## src/rtl/cnt_job_scheduler.sv

```systemverilog
// cnt_job_scheduler: round-robin scheduler sharing one loadable up-counter between requesters A and B
// Ports:
//   clk, rst_n (sync, active-low), ena (global freeze when low)
//   req_a/req_b, start_a/start_b, len_a/len_b : job requests, sampled at grant
//   gnt_a/gnt_b, busy                         : grant (LOAD..DONE) and non-idle status
//   done, done_id, result, aborted            : registered completion report
//   cnt_load, cnt_dat, cnt_en, cnt_val        : counter datapath control and readback
// Optional feature: define CNT_SCHED_ABORT_EN to end a job early when its requester drops req in RUN.
module cnt_job_scheduler #(
    parameter int WIDTH = 8,
    parameter int LEN_W = 8
) (
    input  logic             clk,
    input  logic             rst_n,
    input  logic             ena,
    input  logic             req_a,
    input  logic             req_b,
    input  logic [WIDTH-1:0] start_a,
    input  logic [WIDTH-1:0] start_b,
    input  logic [LEN_W-1:0] len_a,
    input  logic [LEN_W-1:0] len_b,
    output logic             gnt_a,
    output logic             gnt_b,
    output logic             busy,
    output logic             done,
    output logic             done_id,
    output logic [WIDTH-1:0] result,
    output logic             aborted,
    output logic             cnt_load,
    output logic [WIDTH-1:0] cnt_dat,
    output logic             cnt_en,
    input  logic [WIDTH-1:0] cnt_val
);
    typedef enum logic [1:0] {IDLE, LOAD, RUN, DONE} state_t;
    state_t state_q, state_d;
    logic id_q, id_d;
    logic ptr_q, ptr_d;
    logic done_q, done_d;
    logic done_id_q, done_id_d;
    logic [WIDTH-1:0] start_q, start_d;
    logic [WIDTH-1:0] result_q, result_d;
    logic [LEN_W-1:0] rem_q, rem_d;
    logic pick;
`ifdef CNT_SCHED_ABORT_EN
    logic abt_q, abt_d;
    logic aborted_q, aborted_d;
    assign aborted = aborted_q;
`else
    assign aborted = 1'b0;
`endif
    assign busy     = state_q != IDLE;
    assign gnt_a    = busy & ~id_q;
    assign gnt_b    = busy & id_q;
    assign cnt_load = ena & (state_q == LOAD);
    assign cnt_en   = ena & ((state_q == LOAD) | (state_q == RUN));
    assign cnt_dat  = start_q;
    assign done     = done_q;
    assign done_id  = done_id_q;
    assign result   = result_q;
    always_comb begin
        // ptr_q=1 prefers B; a lone requester always wins
        pick      = ptr_q ? req_b : ~req_a;
        state_d   = state_q;
        id_d      = id_q;
        ptr_d     = ptr_q;
        start_d   = start_q;
        rem_d     = rem_q;
        done_d    = 1'b0;
        done_id_d = done_id_q;
        result_d  = result_q;
`ifdef CNT_SCHED_ABORT_EN
        abt_d     = abt_q;
        aborted_d = aborted_q;
`endif
        case (state_q)
            IDLE: begin
                if (req_a || req_b) begin
                    state_d = LOAD;
                    id_d    = pick;
                    ptr_d   = ~pick;
                    start_d = pick ? start_b : start_a;
                    rem_d   = pick ? len_b : len_a;
`ifdef CNT_SCHED_ABORT_EN
                    abt_d     = 1'b0;
                    aborted_d = 1'b0;
`endif
                end
            end
            LOAD: state_d = (rem_q == '0) ? DONE : RUN;
            RUN: begin
                rem_d   = rem_q - LEN_W'(1);
                state_d = (rem_q == LEN_W'(1)) ? DONE : RUN;
`ifdef CNT_SCHED_ABORT_EN
                if (!(id_q ? req_b : req_a)) begin
                    state_d = DONE;
                    abt_d   = 1'b1;
                end
`endif
            end
            default: begin
                state_d   = IDLE;
                done_d    = 1'b1;
                done_id_d = id_q;
                result_d  = cnt_val;
`ifdef CNT_SCHED_ABORT_EN
                aborted_d = abt_q;
`endif
            end
        endcase
    end
    always_ff @(posedge clk) begin
        if (!rst_n) begin
            state_q   <= IDLE;
            id_q      <= 1'b0;
            ptr_q     <= 1'b0;
            start_q   <= '0;
            rem_q     <= '0;
            done_q    <= 1'b0;
            done_id_q <= 1'b0;
            result_q  <= '0;
`ifdef CNT_SCHED_ABORT_EN
            abt_q     <= 1'b0;
            aborted_q <= 1'b0;
`endif
        end else if (ena) begin
            state_q   <= state_d;
            id_q      <= id_d;
            ptr_q     <= ptr_d;
            start_q   <= start_d;
            rem_q     <= rem_d;
            done_q    <= done_d;
            done_id_q <= done_id_d;
            result_q  <= result_d;
`ifdef CNT_SCHED_ABORT_EN
            abt_q     <= abt_d;
            aborted_q <= aborted_d;
`endif
        end
    end
endmodule

```

## config.mk

```make
export PLATFORM = sky130hd
export DESIGN_NAME = cnt_job_scheduler
export DESIGN_NICKNAME = d
export VERILOG_FILES = /design/src/rtl/cnt_job_scheduler.sv
export SDC_FILE = /design/constraint.sdc
export NUM_CORES = 1
export LEC_CHECK = 0
export CAP_MARGIN = 20
export CORE_UTILIZATION = 45
export CTS_CLUSTER_DIAMETER = 50
export DETAILED_ROUTE_END_ITERATION = 7
export PLACE_DENSITY = 0.95
export SLEW_MARGIN = 25
export SYNTH_ARGS = -nofsm -noshare
export SYNTH_HDL_FRONTEND = slang
export SYNTH_SLANG_ARGS = --single-unit
export TNS_END_PERCENT = 1
```

## constraint.sdc

```tcl
create_clock -name clk -period 3 [get_ports clk]
set_input_delay 0.45 -clock clk [delete_from_list [all_inputs] [get_ports clk]]
set_output_delay 0.45 -clock clk [all_outputs]
set_load 0.05 [all_outputs]
```

# Yosys cells after proc, flatten, opt, wreduce, memory -nomap -nowiden
# Index checks and enable logic that the tools add are counted.
[op_classes]
n_addsub = 1
n_reduce_logical = 10
muxes = 10
n_eq_ne = 4
bitwise = 9
[ops]
columns = ["operator", "count"]
rows = [
  ["8-bit two-way mux", 3],
  ["8-bit case mux with 2 select lines", 1],
  ["8-bit by 1-bit == test with 1-bit output (second input constant)", 1],
  ["8-bit zero test", 1],
  ["8-bit by 1-bit subtractor with 8-bit output (second input constant)", 1],
  ["2-bit case mux with 3 select lines", 1],
  ["3-bit AND reduction", 2],
  ["1-bit AND", 4],
  ["1-bit two-way mux", 4],
  ["1-bit inverter", 4],
  ["2-bit AND reduction", 2],
  ["2-bit nonzero test", 2],
  ["3-bit OR reduction", 1],
  ["2-bit by 1-bit == test with 1-bit output (second input constant)", 1],
  ["2-bit == test (second input constant)", 1],
  ["2-bit zero test", 1],
  ["2-bit two-way mux", 1],
  ["2-bit != test (second input constant)", 1],
  ["1-bit logical OR", 1],
  ["1-bit bitwise OR", 1],
]
[word_totals]
input_bits = 45
out_inout_bits = 24
reg_bits = 30
wordCells = 42

# Depth between registers and ports, before layout
# Gate-level depths: netlist of run 1.
[depth]
ltp_word = 5
depth_mapped = 8
mapped_depth_nobuf = 6

# Worst setup path after synthesis of run 1
# No wires, ideal clock.
[synth_path]
path_kind = "reg-to-output"
startpoint = "reg state_q[0]"
endpoint = "out gnt_b"
t_required_ns = 2.550
setup_slack_ns = 1.165
t_arrival_ns = 1.385
path_buffers = 0
stages_incl_launch_ff = 4
path_cell_list = "dfxtp_1 inv_1 ha_1 nor2b_1"
[synth_between]
elab_chain_cells = 2
[synth_lines]
columns = ["element", "line_no", "source"]
rows = [
  ["start, declared", "35", "state_t state_q, state_d;"],
  ["start signal, assigned", "126", "state_q <= state_d;"],
  ["2-bit nonzero test", "51", "assign busy = state_q != IDLE;"],
  ["1-bit AND", "53", "assign gnt_b = busy & id_q;"],
  ["end, declared", "23", "output logic gnt_b,"],
]
# No other way between the ends.

# Worst setup path after layout of run 1
[layout_path]
startpoint = "in ena"
endpoint = "out cnt_load"
[layout_between]
elab_chain_cells = 1
[layout_lines]
columns = ["element", "line_no", "source"]
rows = [
  ["start, declared", "15", "input logic ena,"],
  ["1-bit AND", "54", "assign cnt_load = ena & (state_q == LOAD);"],
  ["end, declared", "29", "output logic cnt_load,"],
]
# No other way between the ends.

==> results of run 1 <==
logic make-up (layout without fill, tap and decap cells):
group	count (synthesis)	after routing	synth area share
fa+ha+maj	6	6	0.0470
simple gates	86	86	0.251
other cells	1	1	0.00235
compound gates	53	53	0.240
mux	5	5	0.0313
buf+inv	21	84	0.0525
flops	30	30	0.376
cell usage after synthesis:
| library cell | count |
|---|---|
| a211oi_1 | 3 |
| a21boi_0 | 2 |
| a21o_1 | 1 |
| a21oi_1 | 14 |
| a22oi_1 | 1 |
| a311oi_1 | 9 |
| and2_1 | 4 |
| and3_1 | 1 |
| buf_4 | 1 |
| clkbuf_1 | 11 |
| clkbuf_2 | 1 |
| conb_1 | 1 |
| dfxtp_1 | 30 |
| ha_1 | 6 |
| inv_1 | 7 |
| inv_2 | 1 |
| mux2i_1 | 5 |
| nand2_1 | 41 |
| nand2b_1 | 4 |
| nand3_1 | 7 |
| nand3b_1 | 1 |
| nand4_1 | 1 |
| nor2_1 | 15 |
| nor2b_1 | 3 |
| nor3_1 | 1 |
| nor3b_1 | 1 |
| nor4_1 | 1 |
| o211a_1 | 1 |
| o211ai_1 | 5 |
| o21ai_0 | 7 |
| o221ai_1 | 1 |
| o2bb2ai_1 | 1 |
| o311ai_0 | 1 |
| o31a_2 | 2 |
| o31ai_1 | 1 |
| o32ai_1 | 2 |
| o41a_1 | 1 |
| o41ai_2 | 1 |
| or3_2 | 1 |
| or3b_2 | 1 |
| or4_1 | 3 |
| or4b_2 | 1 |
sequential cells by signal, summed over array words and instances (netlist names):
signal and cells:
rem_q 8, ptr_q 1, done 1, cnt_dat 8, state_q 2, done_id 1
result 8, id_q 1
worst min path at each step:
stage                     slack (ns)   endpoint  cells past startpoint  startpoint
final                           0.47  result[1]                      2   result[1]
after global routing            0.49  result[1]                      2   result[1]
after CTS                       0.47  result[1]                      2   result[1]
after detailed placement        0.45  result[1]                      2   result[1]
after global placement          0.44  result[2]                      2   result[2]
after floorplan                 0.45    done_id                      2        id_q
per-layer routing:
layer,GRT usage,share of wire,up-vias
met4,0.0825,0.012,0
met1,0.295,0.42,793
met5,0,0,-
met3,0.0420,0.062,7
li1,-,-,843
met2,0.386,0.50,64
report_power, final:
| group | switching, uW | total, uW | internal (uW) |
|---|---|---|---|
| combinational | 219 | 382 | 163 |
| clock | 143 | 256 | 113 |
| sequential | 28.0 | 459 | 431 |
worst max-delay path, cell delays in order:
cell             delay, ns
clkdlybuf4s50_1       0.62
and2_1                0.18
clkdlybuf4s50_1       0.80
through the flow:
| step | instances | area (sq um) | setup slack [ns] | util | hold slack [ns] |
|---|---|---|---|---|---|
| 6_report | 311 | 2340 | 0.492 | 0.696 | 0.466 |
| 3_5_place_dp | 303 | 2280 | 0.490 | 0.678 | 0.450 |
| 2_1_floorplan | 202 | 1600 | 1.16 | - | 0.453 |
| 4_1_cts | 311 | 2340 | 0.495 | 0.696 | 0.466 |
| 3_3_place_gp | 303 | 2280 | 0.537 | 0.678 | 0.441 |
| 5_1_grt | 311 | 2340 | 0.400 | 0.696 | 0.487 |
cell type report:
class / count / area, sq um / share of cell area
flip-flops and latches: 30 / 601 / 0.257
inverters: 8 / 30.0 / 0.0128
repair buffers: 68 / 678 / 0.290
clock inverters: 1 / 5.00 / 0.00214
well taps: 46 / 57.6 / 0.0246
clock buffers: 7 / 55.1 / 0.0235
multi-input cells: 151 / 913 / 0.390
==> run metrics, run 1 <==
outcome complete, no violations; Rel. slew slack 0.590; PortBufs 67; final-stage net count approximately 320; Req. time, crit path ~2.6 ns; Initial Util 0.475; num ports just under 70; Max Fclk around 0.4 GHz; Die X 61.6 microns; CTS buffer count 5; initial antenna violation count 0; P&R area growth vs syn 46.4%; final hold viol count 0; top cell type's share of synthesized area 0.376; ranking of synthesized cells by area dfxtp_1 38%, nand2_1 9.6%, a311oi_1 4.9%; Critical Path End cnt_load; cell area power density 469 nW/um^2; max cap viols 0; CP max FO 10; Period minus WS final 2.51 ns; CTS resizes 0; CP Launch Type input port; postcts setup bufs 0; final setup vio count 0; vias in the first global route 1,505; fin. max-slew vios 0; detailed-route via count approximately 1,700; fill count 282; clk_skew between 0.004 and 0.005 ns; CTS sink count 30; Yosys Warn Count 0; htree depth 2; Pwr Total 1100 uW; DIE AREA 3790 sq um; ANT cells 0; Max IR drop VDD between 200 and 300 uV; Clock Latency Late Sink about 0.33 ns; GPL Wtd Cong between 0.8 and 0.9; Mapped Cells 202; Tot GR Track Use 0.230; worst-margin pin slew 0.613 ns; cells on worst reg2reg path 6; Post-DRT Antenna Nets 0; leakage power between 0.0008 and 0.0009 uW; syn_nets roughly 250; DRT Wirelength ~4.2 mm; syn avg cell area ~7.9 sq um; Die H approximately 62 microns; final period utilization 0.836; Crit Path Class input port to primary output; first-pass GRT wire length 6.52 mm; Final HPWL DP between 3 and 4 mm; most frequent cells in the layout 67 x clkdlybuf4s50_1, 41 x nand2_1, 30 x dfxtp_1; DRC violations left 0; Synth cell types 42; TritonCTS clock tree done; global route overflow 0; root buf cell clkbuf_4; share of cells above drive strength 1 0.0566; maximum clock path buffer count 2; # hold bufs at CTS 0; vias per cell roughly 5.5; First DRT Iteration DRCs 98; # rows 21; Worst Setup SP ena; reg2reg setup slack between 0.9 and 1 ns; post-synthesis sequential area ratio 0.376; total iterations of the first detailed-routing run 4; WL per Instance between 10 and 15 microns; clock slew at reported path FFs around 0.090 ns; RSZ-0062 raised after global routing no; largest net degree at the start of global routing 26; crit path DAT about 2.1 ns; cell accounting for the most synthesized area dfxtp_1; synthesis-stage register bit count 30; reg2reg start state_q[0]; setup_tns 0 ns; HP Class flop to flop; Mapped Area ~1600 sq um; Core Region between 3000 and 4000 sq um; Worst Setup End Kind primary output; reg-to-reg endpoint rem_q[6]; commonest non-fill, non-tap cell in the layout clkdlybuf4s50_1
No activity file was read; power rests on OpenSTA's default activity.
==> run 2: changes to the inputs <==
Settings changed: CORE_UTILIZATION 45 to 42, PLACE_DENSITY 0.95 to 0.91.
Clock period 3 ns to 2.4 ns, I/O delays scaled along.
==> run 2 against run 1 <==
Register-to-register slack worse by 0.43 ns; total power is 56% higher; utilization is 1.9 points lower; clock-buffer cell count is 1 lower; first-iteration DRC count is 21% higher; setup slack worse by 0.42 ns; worst hold slack worse by 0.0097 ns; combinational power is 30% higher; wire length is 1.0% lower; cell area is 5.9% higher; critical path depth is 1 higher; sequential cell count stayed put.
==> run metrics, run 2 (synthesis results as in run 1) <==
vias per cell 5.31 (was 5.49); final setup vio count 0 (unchanged); GPL Wtd Cong 0.888 (was 0.831); Crit path buffers/inverters 2 (unchanged); Post-DRT Antenna Nets 0 (unchanged); cell area power density 689 nW/um^2 (was 469 nW/um^2); CTS sink count 30 (unchanged); setup_tns 0 ns (unchanged); crit path DAT 1.97 ns (was 2.06 ns); first-pass GRT wire length 7.05 mm (was 6.52 mm); total iterations of the first detailed-routing run 4 (unchanged); Initial Util 0.436 (was 0.475); maximum clock path buffer count 2 (unchanged); Die X 63.7 microns (was 61.6 microns); First DRT Iteration DRCs 119 (was 98); Net Sw Power 508 uW (was 390 uW); htree depth 2 (unchanged); Die H 63.7 microns (was 61.6 microns); fill count 294 (was 282); final-stage net count 319 (was 315); crit-path cells inv_1 > ha_1 > nor2_1 > clkdlybuf4s50_1 (was clkdlybuf4s50_1 > and2_1 > clkdlybuf4s50_1); P&R area growth vs syn 55.1% (was 46.4%); WL per Instance 13.1 microns (was 13.5 microns); share of cells above drive strength 1 0.0818 (was 0.0566); fin. max-slew vios 0 (unchanged); DIE AREA 4060 sq um (was 3790 sq um); largest net degree at the start of global routing 26 (unchanged); DRC violations left 0 (unchanged); vias in the first global route 1,648 (was 1,505); CP Launch Type flop (was input port); clk_skew 0.00336 ns (was 0.00406 ns); final period utilization 0.970; RSZ-0062 raised after global routing no (unchanged); Rel. slew slack 0.600 (was 0.590); root buf cell clkbuf_8 (was clkbuf_4); leakage power 0.000946 uW (was 0.000861 uW); clock share of power 0.373 (was 0.234); Clock Latency Late Sink 0.28 ns (was 0.33 ns); kind of cell adding the most delay to the critical path buffers and inverters (unchanged); Internal Power 1200 uW (was 707 uW); global route overflow 0 (unchanged); Max Fclk 0.430 GHz; Switching Fraction 0.298 (was 0.355); CP max FO 8 (was 10); DRT Wirelength 4.16 mm (was 4.20 mm); max cap viols 0 (unchanged); Core Region 3660 sq um (was 3360 sq um); Crit Path Class flop to primary output (was input port to primary output); ANT cells 0 (unchanged); Final HPWL DP 3.11 mm (about the same); # rows 22 (was 21); Gate power share 0.290 (was 0.348); setup slack after placement 0.352 ns (was 0.490 ns); worst-margin pin slew 0.598 ns (was 0.613 ns); worst setup margin 0.0726 ns (was 0.492 ns); Max IR drop VDD 384 uV (was 297 uV); clock slew at reported path FFs 0.06 ns (was 0.09 ns); postcts setup bufs 0 (unchanged); Tot GR Track Use 0.220 (was 0.230); Req. time, crit path 2.04 ns (was 2.55 ns); num ports 69 (unchanged); sequential power share 0.337 (was 0.418); outcome complete, no violations (unchanged); Worst Setup End Kind primary output (unchanged); commonest non-fill, non-tap cell in the layout clkdlybuf4s50_1 (unchanged); initial antenna violation count 0 (unchanged); most frequent cells in the layout 64 x clkdlybuf4s50_1, 41 x nand2_1, 30 x dfxtp_1 (was 67 x clkdlybuf4s50_1, 41 x nand2_1, 30 x dfxtp_1); Worst path max stage delay 0.80 ns (about the same); CTS buffer count 5 (unchanged); PortBufs 67 (unchanged); HP Class flop to flop (unchanged); final hold viol count 0 (unchanged); CP max stage cell clkdlybuf4s50_1 (unchanged); Period minus WS final 2.33 ns; detailed-route via count 1,683 (was 1,707); TritonCTS clock tree done (unchanged)
## run 2: cell count changes in the layout (fill, tap and decap cells not counted), sizes merged
cell / delta
buf: +6
clkdlybuf4s50: -3
bufinv: +2
clkbuf: -1
clkinv: -1
dlymetal6s2s: +1
## run 2: final cells by class
| type | count | area (sq um) | area share |
|---|---|---|---|
| clock buffer | 6 | 82.6 | 0.0333 |
| clock inverter | 2 | 60.1 | 0.0242 |
| inverter | 8 | 30.0 | 0.0121 |
| multi-input combinational | 151 | 913 | 0.369 |
| sequential | 30 | 601 | 0.242 |
| tap | 48 | 60.1 | 0.0242 |
| timing repair buffer | 72 | 731 | 0.295 |
## run 2: routing by layer
layer  vias to the layer above  wire length [microns]  global-route usage
li1                        849                      -                   -
met1                       753                   1820               0.281
met2                        72                   1900               0.342
met3                         9                    374              0.0616
met4                         0                     61              0.0938
met5                         -                      0                   0
## run 2: worst paths after layout
path	start	end	slack (ns)	depth (start not counted)
worst max register to register	state_q[0]	rem_q[4]	0.52	6
worst min-delay path	result[7]	result[7]	0.46	2
worst min register to register	result[7]	result[7]	0.46	2
worst max-delay path	state_q[0]	gnt_a	0.07	4
## run 2: stage by stage
stage | utilization | instance area, sq um | total power, uW | hold WS, ns | instances
2_1_floorplan | - | 1600 | 885 | 0.453 | 202
3_3_place_gp | 0.637 | 2330 | 1070 | 0.441 | 309
3_5_place_dp | 0.637 | 2330 | 1080 | 0.449 | 309
4_1_cts | 0.676 | 2470 | 1710 | 0.458 | 317
5_1_grt | 0.677 | 2480 | 1780 | 0.476 | 317
6_report | 0.677 | 2480 | 1710 | 0.456 | 317
## run 2: timing repair
action,4_1_cts,5_1_grt
gates resized for setup,0,1
setup endpoints to repair,0,1
hold buffers,0,0
## run 2: worst min-delay path, cell delays in order (launching register included)
cell	delay (ns)
dfxtp_1	0.31
nand2_1	0.05
a21oi_1	0.05
## run 2: power groups by stage
stage / Clock (uW) / Sequential (uW) / Combinational, uW
2_1_floorplan: 0 / 636 / 249
3_5_place_dp: 0 / 585 / 491
5_1_grt: 671 / 581 / 533
4_1_cts: 644 / 574 / 494
3_3_place_gp: 0 / 583 / 484
6_report: 636 / 575 / 495
==> patch 1: new RTL, settings of run 2 <==
The parameter `LEN_W` goes from 8 to 16.
--- a/src/rtl/cnt_job_scheduler.sv
+++ b/src/rtl/cnt_job_scheduler.sv
@@ -9,5 +9,5 @@
 module cnt_job_scheduler #(
     parameter int WIDTH = 8,
-    parameter int LEN_W = 8
+    parameter int LEN_W = 16
 ) (
     input  logic             clk,
Ports: changed (resized len_a and len_b); port bits go from 69 to 85. The function was not compared with the original's and may differ.
==> patch 1 against run 2 <==
Synthesized area grew 35%. Non-clock buffer count grew 22. Sequential cell count grew 8. Total power grew 23%. Routed wire length grew 50%. Final area grew 32%. Worst setup slack gained 220 ps. Register-to-register slack lost 220 ps. Largest power group is now registers. Highest routed layer unchanged.
==> patch 1: results (changes against run 2) <==
metric	value	unit	change
syn avg cell area	8.25	sq um	was 7.91 sq um
crit-path max FO	9		was 8
Post-synth top cells	39 x nand2_1, 38 x dfxtp_1, 24 x a21oi_1		was 41 x nand2_1, 30 x dfxtp_1, 15 x nor2_1
Min-Delay Startpoint	result[7]$_SDFFE_PN0P_		unchanged
Port Buffer Count	83		was 67
share of cells above drive strength 1	11.5	%	was 8.18%
vias in the first global route	2148		was 1648
Nets	414		was 319
syn nets	329		was 253
Setup Skew	6.15	ps	was 3.36 ps
DR WL/cell	15.1	um	was 13.1 um
DRT iter0 DRCs	237		was 119
Routed WL	6260	um	was 4160 um
GRT Util Overall	23.6	%	was 22.0%
CP top delay family	simple AND/OR/NAND/NOR gates		was buffers and inverters
FF-to-FF End	rem_q[12]$_SDFFE_PN0P_		was rem_q[4]$_SDFFE_PN0P_
CTS H-tree lvls	2		unchanged
via/cell ratio	5.47		was 5.31
reg-to-reg slack, setup	300	ps	was 520 ps
DP Worst Slack	202	ps	was 352 ps
cells on worst reg2reg path	7		was 6
Worst-path clk slew	80	ps	was 60 ps
global-route wire length before repair	9780	um	was 7050 um
number of flip-flops in the largest register	16		
outcome	finished, final reports clean		unchanged
worst stage delay on the critical path	520	ps	was 800 ps
maximum number of pins on one net before global-route repair	31		was 26
post-placement cell area	0.00312	sq mm	was 0.00233 sq mm
later-pin clock latency in the skew report	300	ps	was 280 ps
worst slack on hold paths	453	ps	was 456 ps
worst vdd ir	0.437	mV	was 0.384 mV
dominant cells by area after synthesis	dfxtp_1 35%, mux2i_1 7.9%, nand2_1 6.8%, a21oi_1 5.6%, mux2_2 4.7%		was dfxtp_1 38%, nand2_1 9.6%, a311oi_1 4.9%, ha_1 4.7%, a21oi_1 4.4%
CP max stage cell	or4_4		was clkdlybuf4s50_1
detailed placer's ending HPWL	4550	um	was 3110 um
RR Startpoint	state_q[1]$_SDFFE_PN0P_		was state_q[0]$_SDFFE_PN0P_
gpl congestion	0.840		was 0.888
P_leak	1.27	nW	was 0.946 nW
count of cell types in the netlist	45		was 42
Root Buffer	clkbuf_8		unchanged
Worst slew margin	64.4	%	was 60.0%
register area share after synthesis	35.2	%	was 37.6%
CP arrival	2330	ps	was 1970 ps
patch 1: layer usage:
layer	routed length [um]	GRT usage (%)
met3	347	5.08
met5	0	0
met2	3320	41.4
met4	72	7.05
met1	2520	28.8
patch 1: how the worst max path moves through the flow:
stage	cells past startpoint	start	endpoint	slack [ps]
3_5_place_dp	7	req_a	rem_q[12]$_SDFFE_PN0P_	200
4_1_cts	4	state_q[0]$_SDFFE_PN0P_	gnt_b	30
5_1_grt	7	state_q[1]$_SDFFE_PN0P_	rem_q[12]$_SDFFE_PN0P_	190
3_3_place_gp	7	req_a	rem_q[12]$_SDFFE_PN0P_	250
2_1_floorplan	8	state_q[0]$_SDFFE_PN0P_	rem_q[0]$_SDFFE_PN0P_	560
6_report	7	state_q[1]$_SDFFE_PN0P_	rem_q[12]$_SDFFE_PN0P_	300
patch 1: cell type report:
class                           instances  area, sq um
Clock buffer                            5         68.8
Clock inverter                          3         68.8
Fill cell                             378         1590
Inverter                                8         30.0
Multi-Input combinational cell        200         1310
Sequential cell                        38          761
Tap cell                               67         83.8
Timing Repair Buffer                   94          941
patch 1: worst reg2reg max path: stages, from the launching register on:
cell      delay, ps
dfxtp_1         350
inv_1           100
ha_1            290
o21ai_0         190
nand2b_1        210
buf_4           180
or4_4           520
a41oi_2         200
patch 1: what timing repair did:
item,in CTS,in global routing
gates resized for setup,0,3
setup endpoints to repair,0,3
endpoints found under the hold margin,0,0
patch 1: power by group:
group / switching [mW] / internal [mW]
clock network: 0.244 / 0.416
logic: 0.378 / 0.320
registers: 0.0552 / 0.684
patch 1: logic make-up after synthesis:
family | synth area share (%)
AOI/OAI and AO/OA | 21.9
muxes | 13.2
other | 0.173
buffers and inverters | 4.69
and+or+nand+nor | 21.4
DFF | 35.2
adders and majority gates | 3.47
==> patch 2: new RTL, flow settings as in run 2 <==
Made on the original files. Register the output `cnt_en`, with the module's reset; this adds one clock of latency there. The other outputs are not delayed to match.
--- a/src/rtl/cnt_job_scheduler.sv
+++ b/src/rtl/cnt_job_scheduler.sv
@@ -53,5 +53,11 @@
     assign gnt_b    = busy & id_q;
     assign cnt_load = ena & (state_q == LOAD);
-    assign cnt_en   = ena & ((state_q == LOAD) | (state_q == RUN));
+    always_ff @(posedge clk) begin
+        if (!rst_n) begin
+            cnt_en <= '0;
+        end else begin
+            cnt_en <= ena & ((state_q == LOAD) | (state_q == RUN));
+        end
+    end
     assign cnt_dat  = start_q;
     assign done     = done_q;
Check against the original RTL: not equivalent (a bounded check fails within 4 cycles, from zero or initial values and one cycle with rst_n low).
==> patch 2 against run 2 <==
Worst setup slack improved by 19 ps. Routed wire length rose by 0.79%. Register-to-register slack got worse by 90 ps. Sequential cell count rose by 1. Total power fell by 9.7%. Final cell count rose by 2.5%. Final area fell by 1.0%. Synthesized area rose by 2.4%. Sequential power rose by 3%. Critical path depth did not move.
==> patch 2: results (changes against run 2) <==
metric	value	unit	change
Routed WL	4190	um	was 4160 um
global-route wire length before repair	6780	um	was 7050 um
share of cells above drive strength 1	7.94	%	was 8.18%
Placed Cells incl. Taps	317		was 309
gpl congestion	0.949		was 0.888
reg-to-reg slack, setup	430	ps	was 520 ps
outcome	finished, final reports clean		unchanged
post-synthesis mux area share	2.45	%	was 3.13%
count of cell types in the netlist	46		was 42
Synth Area in Compound Gates	21.3	%	was 24.0%
syn avg cell area	7.83	sq um	was 7.91 sq um
fillers	322		was 294
Nets	327		was 319
worst vdd ir	0.447	mV	was 0.384 mV
via/cell ratio	5.29		was 5.31
GRT Util Overall	20.8	%	was 22.0%
worst slack on hold paths	455	ps	was 456 ps
Worst-Margin Slew	690	ps	was 598 ps
dominant cells by area after synthesis	dfxtp_1 38%, nand2_1 9.9%, a21oi_1 6.1%, ha_1 4.6%, nor2_1 4.4%		was dfxtp_1 38%, nand2_1 9.6%, a311oi_1 4.9%, ha_1 4.7%, a21oi_1 4.4%
syn nets	260		was 253
PwrDens	628	mW/mm^2	was 689 mW/mm^2
detailed placer's ending HPWL	3130	um	was 3110 um
vias in the first global route	1575		was 1648
P_leak	0.951	nW	was 0.946 nW
DR vias	1718		was 1683
DP Worst Slack	289	ps	was 352 ps
Post-synth top cells	43 x nand2_1, 31 x dfxtp_1, 20 x a21oi_1		was 41 x nand2_1, 30 x dfxtp_1, 15 x nor2_1
post-placement cell area	0.00235	sq mm	was 0.00233 sq mm
fin crit period	2310	ps	was 2330 ps
DRT iter0 DRCs	100		was 119
## patch 2: report_power, final
part	internal [mW]	switching [mW]	total [mW]
combinational	0.215	0.281	0.496
sequential	0.557	0.0351	0.592
clock	0.261	0.192	0.452
## patch 2: cell type report
| cell class | instances | share of cell area [%] |
|---|---|---|
| multi-input cells | 157 | 37.3 |
| repair buffers | 72 | 29.3 |
| flip-flops and latches | 31 | 25.3 |
| clock buffers | 7 | 3.93 |
| well taps | 48 | 2.45 |
| inverters | 9 | 1.38 |
| clock inverters | 1 | 0.306 |
## patch 2: path summary, 6_finish.rpt
path                            end  cells after the start
max reg2reg   rem_q[3]$_SDFFE_PN0P_                      5
min          result[3]$_SDFFE_PN0P_                      2
min reg2reg  result[3]$_SDFFE_PN0P_                      2
max                            busy                      4
## patch 2: worst max-delay path: stages (launching register included)
cell	delay [ps]
dfxtp_1	390
inv_1	80
ha_1	310
inv_1	90
clkdlybuf4s50_1	800
## patch 2: layer usage
| layer | GRT usage [%] | share of wire [%] | vias up |
|---|---|---|---|
| met4 | 7.50 | 1.7 | 0 |
| met1 | 26.3 | 44 | 779 |
| met2 | 34.1 | 49 | 61 |
| met5 | 0 | 0 | - |
| li1 | - | - | 868 |
| met3 | 5.46 | 5.5 | 10 |
## patch 2: cell families after synthesis
| family | Yosys count |
|---|---|
| buffers and inverters | 21 |
| flip-flops | 31 |
| AND/OR/NAND/NOR | 93 |
| other | 1 |
| multiplexers | 4 |
| adder cells (fa/ha/maj) | 6 |
| AO/OA/AOI/OAI | 53 |
